**src/rtl/dff_pipe_pkg.sv**
```systemverilog
// Shared constants and helpers for the dff_pipe register pipeline.
// Parity helpers are only referenced when DFF_PIPE_PARITY_EN is defined.
package dff_pipe_pkg;

  localparam int DFF_PIPE_WIDTH_DEF = 8;
  localparam int DFF_PIPE_DEPTH_DEF = 4;

  // Widest word even_par can fold; callers zero-extend, which leaves parity unchanged.
  localparam int PAR_MAX_W = 1024;

  // Bits needed to hold a count in 0..depth.
  function automatic int clog2_p1(input int depth);
    return $clog2(depth + 1);
  endfunction

  // Even-parity bit: data plus this bit always carries an even number of ones.
  function automatic logic even_par(input logic [PAR_MAX_W-1:0] d);
    return ^d;
  endfunction

endpackage

```
**src/rtl/dff_pipe_stage.sv**
```systemverilog
// One pipeline slot: valid flag plus data word, loaded when its advance enable is high.
// With DFF_PIPE_PARITY_EN defined the slot also carries an even-parity bit.
module dff_pipe_stage
  import dff_pipe_pkg::*;
#(
  parameter int               WIDTH   = DFF_PIPE_WIDTH_DEF,
  parameter logic [WIDTH-1:0] RST_VAL = '0
) (
  input  logic             clk,
  input  logic             rst,
  input  logic             clr,
  input  logic             adv,
  input  logic             up_vld,
  input  logic [WIDTH-1:0] up_data,
`ifdef DFF_PIPE_PARITY_EN
  input  logic             up_par,
  output logic             par,
`endif
  output logic             vld,
  output logic [WIDTH-1:0] data
);

  logic load;

  // Data only moves on a real word; bubbles and flushes leave it untouched.
  assign load = adv & up_vld & ~clr;

  always_ff @(posedge clk or negedge rst) begin
    if (!rst) begin
      vld <= 1'b0;
    end else if (clr) begin
      vld <= 1'b0;
    end else if (adv) begin
      vld <= up_vld;
    end
  end

  always_ff @(posedge clk or negedge rst) begin
    if (!rst) begin
      data <= RST_VAL;
    end else if (load) begin
      data <= up_data;
    end
  end

`ifdef DFF_PIPE_PARITY_EN
  always_ff @(posedge clk or negedge rst) begin
    if (!rst) begin
      par <= even_par(PAR_MAX_W'(RST_VAL));
    end else if (load) begin
      par <= up_par;
    end
  end
`endif

endmodule

```
**src/rtl/dff_pipe.sv**
```systemverilog
// WIDTH x DEPTH register pipeline with ready/valid backpressure, bubble collapse and occupancy.
// Define DFF_PIPE_PARITY_EN to add per-stage parity with par_err / par_err_sticky outputs.
module dff_pipe
  import dff_pipe_pkg::*;
#(
  parameter int               WIDTH   = DFF_PIPE_WIDTH_DEF,
  parameter int               DEPTH   = DFF_PIPE_DEPTH_DEF,
  parameter logic [WIDTH-1:0] RST_VAL = '0
) (
  input  logic                        clk,
  input  logic                        rst,
  input  logic                        clr,
  input  logic                        in_valid,
  output logic                        in_ready,
  input  logic [WIDTH-1:0]            in_data,
  output logic                        out_valid,
  input  logic                        out_ready,
  output logic [WIDTH-1:0]            out_data,
`ifdef DFF_PIPE_PARITY_EN
  output logic                        par_err,
  output logic                        par_err_sticky,
`endif
  output logic [clog2_p1(DEPTH)-1:0]  occ
);

  localparam int OCC_W = clog2_p1(DEPTH);

  if (DEPTH < 1) begin : g_bad_depth
    $fatal(1, "dff_pipe: DEPTH must be at least 1");
  end
  if (WIDTH < 1) begin : g_bad_width
    $fatal(1, "dff_pipe: WIDTH must be at least 1");
  end

  logic [DEPTH-1:0] vld_q;
  logic [WIDTH-1:0] data_q [DEPTH];
  logic [DEPTH-1:0] adv;
  logic             adv_run;
  logic             in_xfer;
  logic             out_xfer;
  logic [OCC_W-1:0] occ_q;

`ifdef DFF_PIPE_PARITY_EN
  logic [DEPTH-1:0] par_q;
  logic             par_in;
  logic             par_err_sticky_q;
`endif

  // A stage may load if it is empty or everything downstream of it can move.
  // Folding from the output end keeps this a flat OR chain without a self-referencing vector.
  always_comb begin
    adv     = '0;
    adv_run = out_ready;
    for (int i = DEPTH - 1; i >= 0; i--) begin
      adv_run = adv_run | ~vld_q[i];
      adv[i]  = adv_run;
    end
  end

  assign in_ready  = adv[0];
  assign out_valid = vld_q[DEPTH-1];
  assign out_data  = data_q[DEPTH-1];
  assign in_xfer   = in_valid & in_ready;
  assign out_xfer  = out_valid & out_ready;

`ifdef DFF_PIPE_PARITY_EN
  assign par_in = even_par(PAR_MAX_W'(in_data));
`endif

  for (genvar i = 0; i < DEPTH; i++) begin : g_stage
    logic             up_vld;
    logic [WIDTH-1:0] up_data;
    logic             s_vld;
    logic [WIDTH-1:0] s_data;
`ifdef DFF_PIPE_PARITY_EN
    logic             up_par;
    logic             s_par;
`endif

    if (i == 0) begin : g_head
      assign up_vld  = in_valid;
      assign up_data = in_data;
`ifdef DFF_PIPE_PARITY_EN
      assign up_par  = par_in;
`endif
    end else begin : g_body
      assign up_vld  = vld_q[i-1];
      assign up_data = data_q[i-1];
`ifdef DFF_PIPE_PARITY_EN
      assign up_par  = par_q[i-1];
`endif
    end

    dff_pipe_stage #(
      .WIDTH   (WIDTH),
      .RST_VAL (RST_VAL)
    ) u_stage (
      .clk     (clk),
      .rst     (rst),
      .clr     (clr),
      .adv     (adv[i]),
      .up_vld  (up_vld),
      .up_data (up_data),
`ifdef DFF_PIPE_PARITY_EN
      .up_par  (up_par),
      .par     (s_par),
`endif
      .vld     (s_vld),
      .data    (s_data)
    );

    assign vld_q[i]  = s_vld;
    assign data_q[i] = s_data;
`ifdef DFF_PIPE_PARITY_EN
    assign par_q[i]  = s_par;
`endif
  end

  // Word count in flight always equals the number of valid stages.
  always_ff @(posedge clk or negedge rst) begin
    if (!rst) begin
      occ_q <= '0;
    end else if (clr) begin
      occ_q <= '0;
    end else begin
      occ_q <= occ_q + OCC_W'(in_xfer) - OCC_W'(out_xfer);
    end
  end

  assign occ = occ_q;

`ifdef DFF_PIPE_PARITY_EN
  assign par_err = out_valid & ((^out_data) != par_q[DEPTH-1]);

  always_ff @(posedge clk or negedge rst) begin
    if (!rst) begin
      par_err_sticky_q <= 1'b0;
    end else if (clr) begin
      par_err_sticky_q <= 1'b0;
    end else if (par_err) begin
      par_err_sticky_q <= 1'b1;
    end
  end

  assign par_err_sticky = par_err_sticky_q;
`endif

endmodule

```
**config.mk**
```make
export PLATFORM = sky130hd
export DESIGN_NAME = dff_pipe
export DESIGN_NICKNAME = d
export VERILOG_FILES = /design/src/rtl/dff_pipe_pkg.sv /design/src/rtl/dff_pipe_stage.sv /design/src/rtl/dff_pipe.sv
export SDC_FILE = /design/constraint.sdc
export NUM_CORES = 1
export LEC_CHECK = 0
export BUFFER_PORTS_ARGS = -buffer_cell sky130_fd_sc_hd__buf_2
export CAP_MARGIN = 20
export CORE_ASPECT_RATIO = 0.7
export CORE_MARGIN = 2
export CORE_UTILIZATION = 45
export CTS_CLUSTER_SIZE = 40
export DETAILED_ROUTE_END_ITERATION = 10
export PLACE_DENSITY = 0.74
export SYNTH_ARGS = -nofsm -noshare
export SYNTH_HDL_FRONTEND = slang
export SYNTH_SLANG_ARGS = --single-unit
```
**constraint.sdc**
```tcl
create_clock -name clk -period 1.9 [get_ports clk]
set_clock_uncertainty 0.1 [all_clocks]
set_input_delay 0.38 -clock clk [delete_from_list [all_inputs] [get_ports clk]]
set_output_delay 0.38 -clock clk [all_outputs]
set_load 0.005 [all_outputs]
```
Word level (Yosys, flattened, before mapping)
Cells that the tools add are included.
{"block": "totals", "mem_count": 0, "out_inout_bits": 13, "romBits": 0, "ff_bits": 39, "mem_bits_rw": 0, "latchBits": 0, "word_cells": 42}
{"block": "op_classes", "n_mux": 9, "div": 0, "order_cmp": 0, "bitwise_logic": 18, "n_eq_ne": 0, "mul": 0, "reduce_logical": 4, "shift": 0, "n_addsub": 2}
{"op": "bitwise AND 1 bit", "n": 9}
{"op": "2-to-1 mux 1 bit", "n": 8}
{"op": "nonzero test 2 bit", "n": 4}
{"op": "inverter 1 bit", "n": 5}
{"op": "bitwise OR 1 bit", "n": 4}
{"op": "adder 3 x 1 -> 3 bit", "n": 1}
{"op": "2-to-1 mux 3 bit", "n": 1}
{"op": "subtractor 3 x 1 -> 3 bit", "n": 1}

Longest topological paths before layout
{"block": "depth", "word_depth": 9, "ltp_mapped": 11, "ltp_nobuf": 10}

By module
A second synthesis with hierarchy kept.
{"block": "unflattened", "hier_cells": 99, "hier_area_um2": 1604.0}
{"mod": "dff_pipe_stage", "n_inst": 4, "cells_per_inst": 20, "area_each_um2": 349.1}
{"mod": "dff_pipe", "n_inst": 1, "cells_per_inst": 19, "area_each_um2": 207.7}

Worst setup path before layout
OpenSTA, ideal clock, no wires.
{"block": "synth_path", "kind": "flip-flop to flip-flop", "start": "reg g_stage[3].u_stage.vld", "end": "reg occ_q[2] (netlist: occ[2])", "arrival_ps": 1847, "path_buffers": 1, "slack_ps": -168, "required_ps": 1679, "stages_incl_launch_ff": 12, "cell_sequence": "dfrtp_1 nor2b_4 buf_6 nand4_1 nand2_1 ha_1 inv_1 ha_1 inv_1 fa_1 xnor2_1 nor2_1"}
{"block": "synth_between", "elab_chain_len": 9}
{"item": "start, declared", "line": "dff_pipe_stage.sv:19", "text": "output logic vld,"}
{"item": "start signal, assigned", "line": "dff_pipe_stage.sv:34", "text": "vld <= up_vld;"}
{"item": "inverter 1 bit", "line": "dff_pipe.sv:55", "text": "adv_run = adv_run | ~vld_q[i];"}
{"item": "bitwise OR 1 bit (4 in a row)", "line": "dff_pipe.sv:55"}
{"item": "named net in_ready", "line": "dff_pipe.sv:14", "text": "output logic in_ready,"}
{"item": "bitwise AND 1 bit", "line": "dff_pipe.sv:63", "text": "assign in_xfer = in_valid & in_ready;"}
{"item": "adder 3 x 1 -> 3 bit", "line": "dff_pipe.sv:126", "text": "occ_q <= occ_q + OCC_W'(in_xfer) - OCC_W'(out_xfer);"}
{"item": "subtractor 3 x 1 -> 3 bit", "line": "dff_pipe.sv:126"}
{"item": "2-to-1 mux 3 bit", "line": "dff_pipe.sv:123", "text": "end else if (clr) begin"}
{"item": "end signal, assigned", "line": "dff_pipe.sv:126"}
{"item": "end, declared", "line": "dff_pipe.sv:41", "text": "logic [OCC_W-1:0] occ_q;"}
The timed path passes the listed nets, and every way through them passes these cells.
A chain may end at the register's enable or synchronous reset.

Worst setup path after layout
{"block": "layout_path", "start": "reg g_stage[3].u_stage.vld", "end": "reg occ_q[1] (netlist: occ[1])"}
{"block": "layout_between", "elab_chain_len": 9}
{"item": "inverter 1 bit", "line": "dff_pipe.sv:55"}
{"item": "bitwise OR 1 bit (4 in a row)", "line": "dff_pipe.sv:55"}
{"item": "bitwise AND 1 bit", "line": "dff_pipe.sv:63"}
{"item": "adder 3 x 1 -> 3 bit", "line": "dff_pipe.sv:126"}
{"item": "subtractor 3 x 1 -> 3 bit *", "line": "dff_pipe.sv:126"}
{"item": "2-to-1 mux 3 bit *", "line": "dff_pipe.sv:123"}
Every way passes the cells marked *; elsewhere a longest branch is shown, timed or not.

==> impl_metrics.py <==
metrics = {
    "cells_and_area": {
        "multi_input_area_um2": 620.6,
        "finish.utilization": 0.5520,
        "layout-drive-gt1-share": 0.5493,
        "diodes": 0,
        "area_delta_synth_final_pct": 17.56,
        "fill_cells": 307,
        "seqCellArea_um2": 975.9,
        "final_nets": 157,
    },
    "worst_setup_path": {
        "crit_required_ns": 1.98,
        "worstPathMaxFanout": 3,
        "cp-start-kind": "register",
        "timing.critical_path.to_type": "register",
        "crit_type": "register to register",
        "slowest_stage": "fa_2",
        "cp_slowest_stage_delay_ns": 0.51,
        "crit_arrival_ns": 2.00,
        "path_cells": "nor2b_4 > nand4_1 > nand2_1 > ha_1 > inv_1 > ha_1 > inv_1 > fa_2 > nor2_1",
    },
    "logic_synthesis": {
        "synthAdderAreaFrac": 0.02713,
        "ys_seq_area_frac": 0.5878,
        "syn_area_per_cell_um2": 15.66,
        "synth_top_area_frac": 0.5878,
        "synth_cells": 106,
        "synth_area_um2": 1660,
        "synth_cell_type_count": 23,
        "synth.top_cells.by_area": "dfrtp_1 (59%), mux2_4 (14%), mux2_2 (11%)",
        "yosys_warnings": 0,
        "synthXorXnorAreaFrac": 0.01055,
        "synth-compound-area-share": 0.03165,
        "synth_top_family_by_area": "multiplexers",
        "synthMuxAreaShare": 0.2532,
        "ys_ff_latch": 39,
        "syn_nets": 122,
        "synth_top_cell_by_area": "dfrtp_1",
        "synthSimpleGateAreaFrac": 0.04521,
    },
    "route": {
        "drt_first_pass_iters": 4,
        "routedWlPerCell_um": 13.71,
        "antenna_left": 0,
        "routed_wirelength_mm": 2.632,
        "via_per_inst": 4.635,
        "drtIter0Drc": 64,
        "vias": 890,
        "remaining_drc_errors": 0,
    },
    "placement": {
        "place_congestion": 0.7451,
        "hpwlAfterDp_mm": 1.935,
        "io_buffers": 25,
    },
    "global_routing": {
        "grt_pass1_wl_mm": 4.202,
        "grt_pass1_vias": 866,
        "grt_use_total": 0.1379,
        "grt_max_degree": 40,
        "grt-ovfl-total": 0,
        "antenna_found_initial": 0,
    },
    "cts": {
        "clock_latency_ns": 0.29,
        "cts-htree-levels": 2,
        "path_clk_slew_ns": 0.07,
        "cts-hold-fix-buffers": 0,
        "cts_root_buffer": "clkbuf_8",
        "cts_tree": "yes",
        "clk_path_buf_depth": 2,
        "cts_buffers": 5,
        "cts.sinks": 39,
    },
    "run": {
        "maxCapViolCount": 0,
    },
    "run_status": {
        "violations": "negative setup slack",
        "status": "finished, violations left",
    },
    "sta": {
        "fin_crit_ns": 1.926,
        "setup_ws_ns": -0.02595,
        "max-slew-margin-rel": 0.6197,
        "period_share": 1.014,
        "finalHoldViolCount": 0,
        "rsz0062_at_grt": "true",
        "setup_violations": 2,
        "worst_pin_slew_ns": 0.5704,
        "maxSlewViolCount": 0,
        "fmax_mhz": 519.2,
    },
    "min_path": {
        "hp-class": "primary input to asynchronous set/reset pin",
    },
    "power": {
        "p_seq_frac": 0.549,
        "pwr-share-comb": 0.209,
        "p_per_area_nw_per_um2": 1100,
        "clkPwrFrac": 0.242,
        "power_uw": 2147,
        "switching_share": 0.2475,
        "leakage_uw": 0.0009866,
        "p_int_uw": 1616,
        "switchingPower_uw": 531.4,
        "ir_drop_mv": 0.6620,
    },
    "floorplan": {
        "dieArea_um2": 4199,
        "core_area_um2": 3536,
        "initial_utilization": 0.4696,
        "die_x_um": 76.60,
        "ios": 26,
        "die_y_um": 54.82,
        "placementRows": 18,
    },
}
[registers in the layout, summed over array words and instances (netlist names)]
| register | count |
|---|---|
| g_stage.u_stage.data | 32 |
| g_stage.u_stage.vld | 4 |
| occ | 3 |
[power by group through the flow]
stage                     combinational, µW  clock, µW  sequential (µW)
final                                   448        520             1180
after global routing                    490        573             1210
after CTS                               459        542             1180
after detailed placement                446          0             1200
after global placement                  422          0             1180
after floorplan                         300          0             1160
[layout make-up]
| type | count | area share |
|---|---|---|
| clock inverters | 1 | 0.002564 |
| well taps | 50 | 0.03205 |
| inverters | 5 | 0.009615 |
| repair buffers | 34 | 0.09872 |
| flip-flops and latches | 39 | 0.5000 |
| multi-input cells | 56 | 0.3179 |
| clock buffers | 7 | 0.03910 |
[metal layers]
layer  wire length, µm  part of all wire  GRT usage  vias to the layer above
li1                  -                 -          -                      434
met1              1217              0.46     0.1693                      434
met2              1245              0.47     0.2153                       19
met3               148             0.056    0.06601                        3
met4                21            0.0080    0.05455                        0
met5                 0                 0          0                        -
[cell usage in the layout (no fill, tap or decap), drive strengths merged]
| cell type | n |
|---|---|
| dfrtp | 39 |
| buf | 34 |
| mux2 | 32 |
| clkbuf | 7 |
| nor2 | 6 |
| inv | 5 |
| a21oi | 2 |
| ha | 2 |
| nor2b | 2 |
| nand4 | 1 |
| nand2 | 1 |
| and2 | 1 |
| xor2 | 1 |
| xnor2 | 1 |
| nand2b | 1 |
| a41oi | 1 |
| a311o | 1 |
| a31oi | 1 |
| a211o | 1 |
| or3b | 1 |
| fa | 1 |
| clkinv | 1 |
[worst max-delay path: cells and delay by family (launching register included)]
family	cells	cell delay, ns
simple gates	4	0.32
buf+inv	2	0.10
fa+ha+maj	3	0.89
flops	1	0.40
[cells in the mapped netlist]
cell and instances:
dfrtp_1 39, mux2_2 16, mux2_4 16, nor2_1 6
inv_1 5, buf_6 4, a21oi_1 2, buf_2 2
ha_1 2, a211o_2 1, a311o_1 1, a31oi_1 1
a41oi_2 1, and2_2 1, fa_1 1, nand2_1 1
nand2b_1 1, nand4_1 1, nor2b_1 1, nor2b_4 1
or3b_1 1, xnor2_1 1, xor2_1 1
[repair_timing]
action	in CTS	in global routing
pin swaps	0	1
setup endpoints to repair	2	2
gates resized for setup	1	0
buffers inserted	1	0
[stage by stage]
stage	cells	area, µm²	hold WS (ns)	setup WS [ns]	TNS, ns
after floorplan	106	1663	-0.01559	-0.1308	-0.2200
after global placement	183	1856	0.3404	-0.06829	-0.1047
after detailed placement	183	1856	0.3569	-0.1195	-0.2249
after CTS	192	1952	0.03980	-0.02929	-0.05816
after global routing	192	1952	0.08421	-0.1126	-0.2103
final	192	1952	0.03279	-0.02595	-0.04528
[path summary, 6_finish.rpt]
path	start	to	slack, ns	depth (start not counted)
worst max-delay path	g_stage[3].u_stage.vld	occ[1]	-0.03	9
max in group asynchronous	rst	g_stage[1].u_stage.data[5]	1.34	2
worst min-delay path	rst	g_stage[2].u_stage.data[6]	0.03	2
min in group clk	in_data[7]	g_stage[0].u_stage.data[7]	0.22	2
worst min register to register	g_stage[0].u_stage.data[5]	g_stage[1].u_stage.data[5]	0.40	1
worst max register to register	g_stage[3].u_stage.vld	occ[1]	-0.03	9
[kinds of logic after synthesis]
family / after synthesis
and+or+nand+nor: 13
adders and majority gates: 3
xor gates and xnor gates: 2
DFF: 39
buffers and inverters: 11
muxes: 32
AOI/OAI and AO/OA: 6
Note: power is estimated with default switching activity, not from simulation.
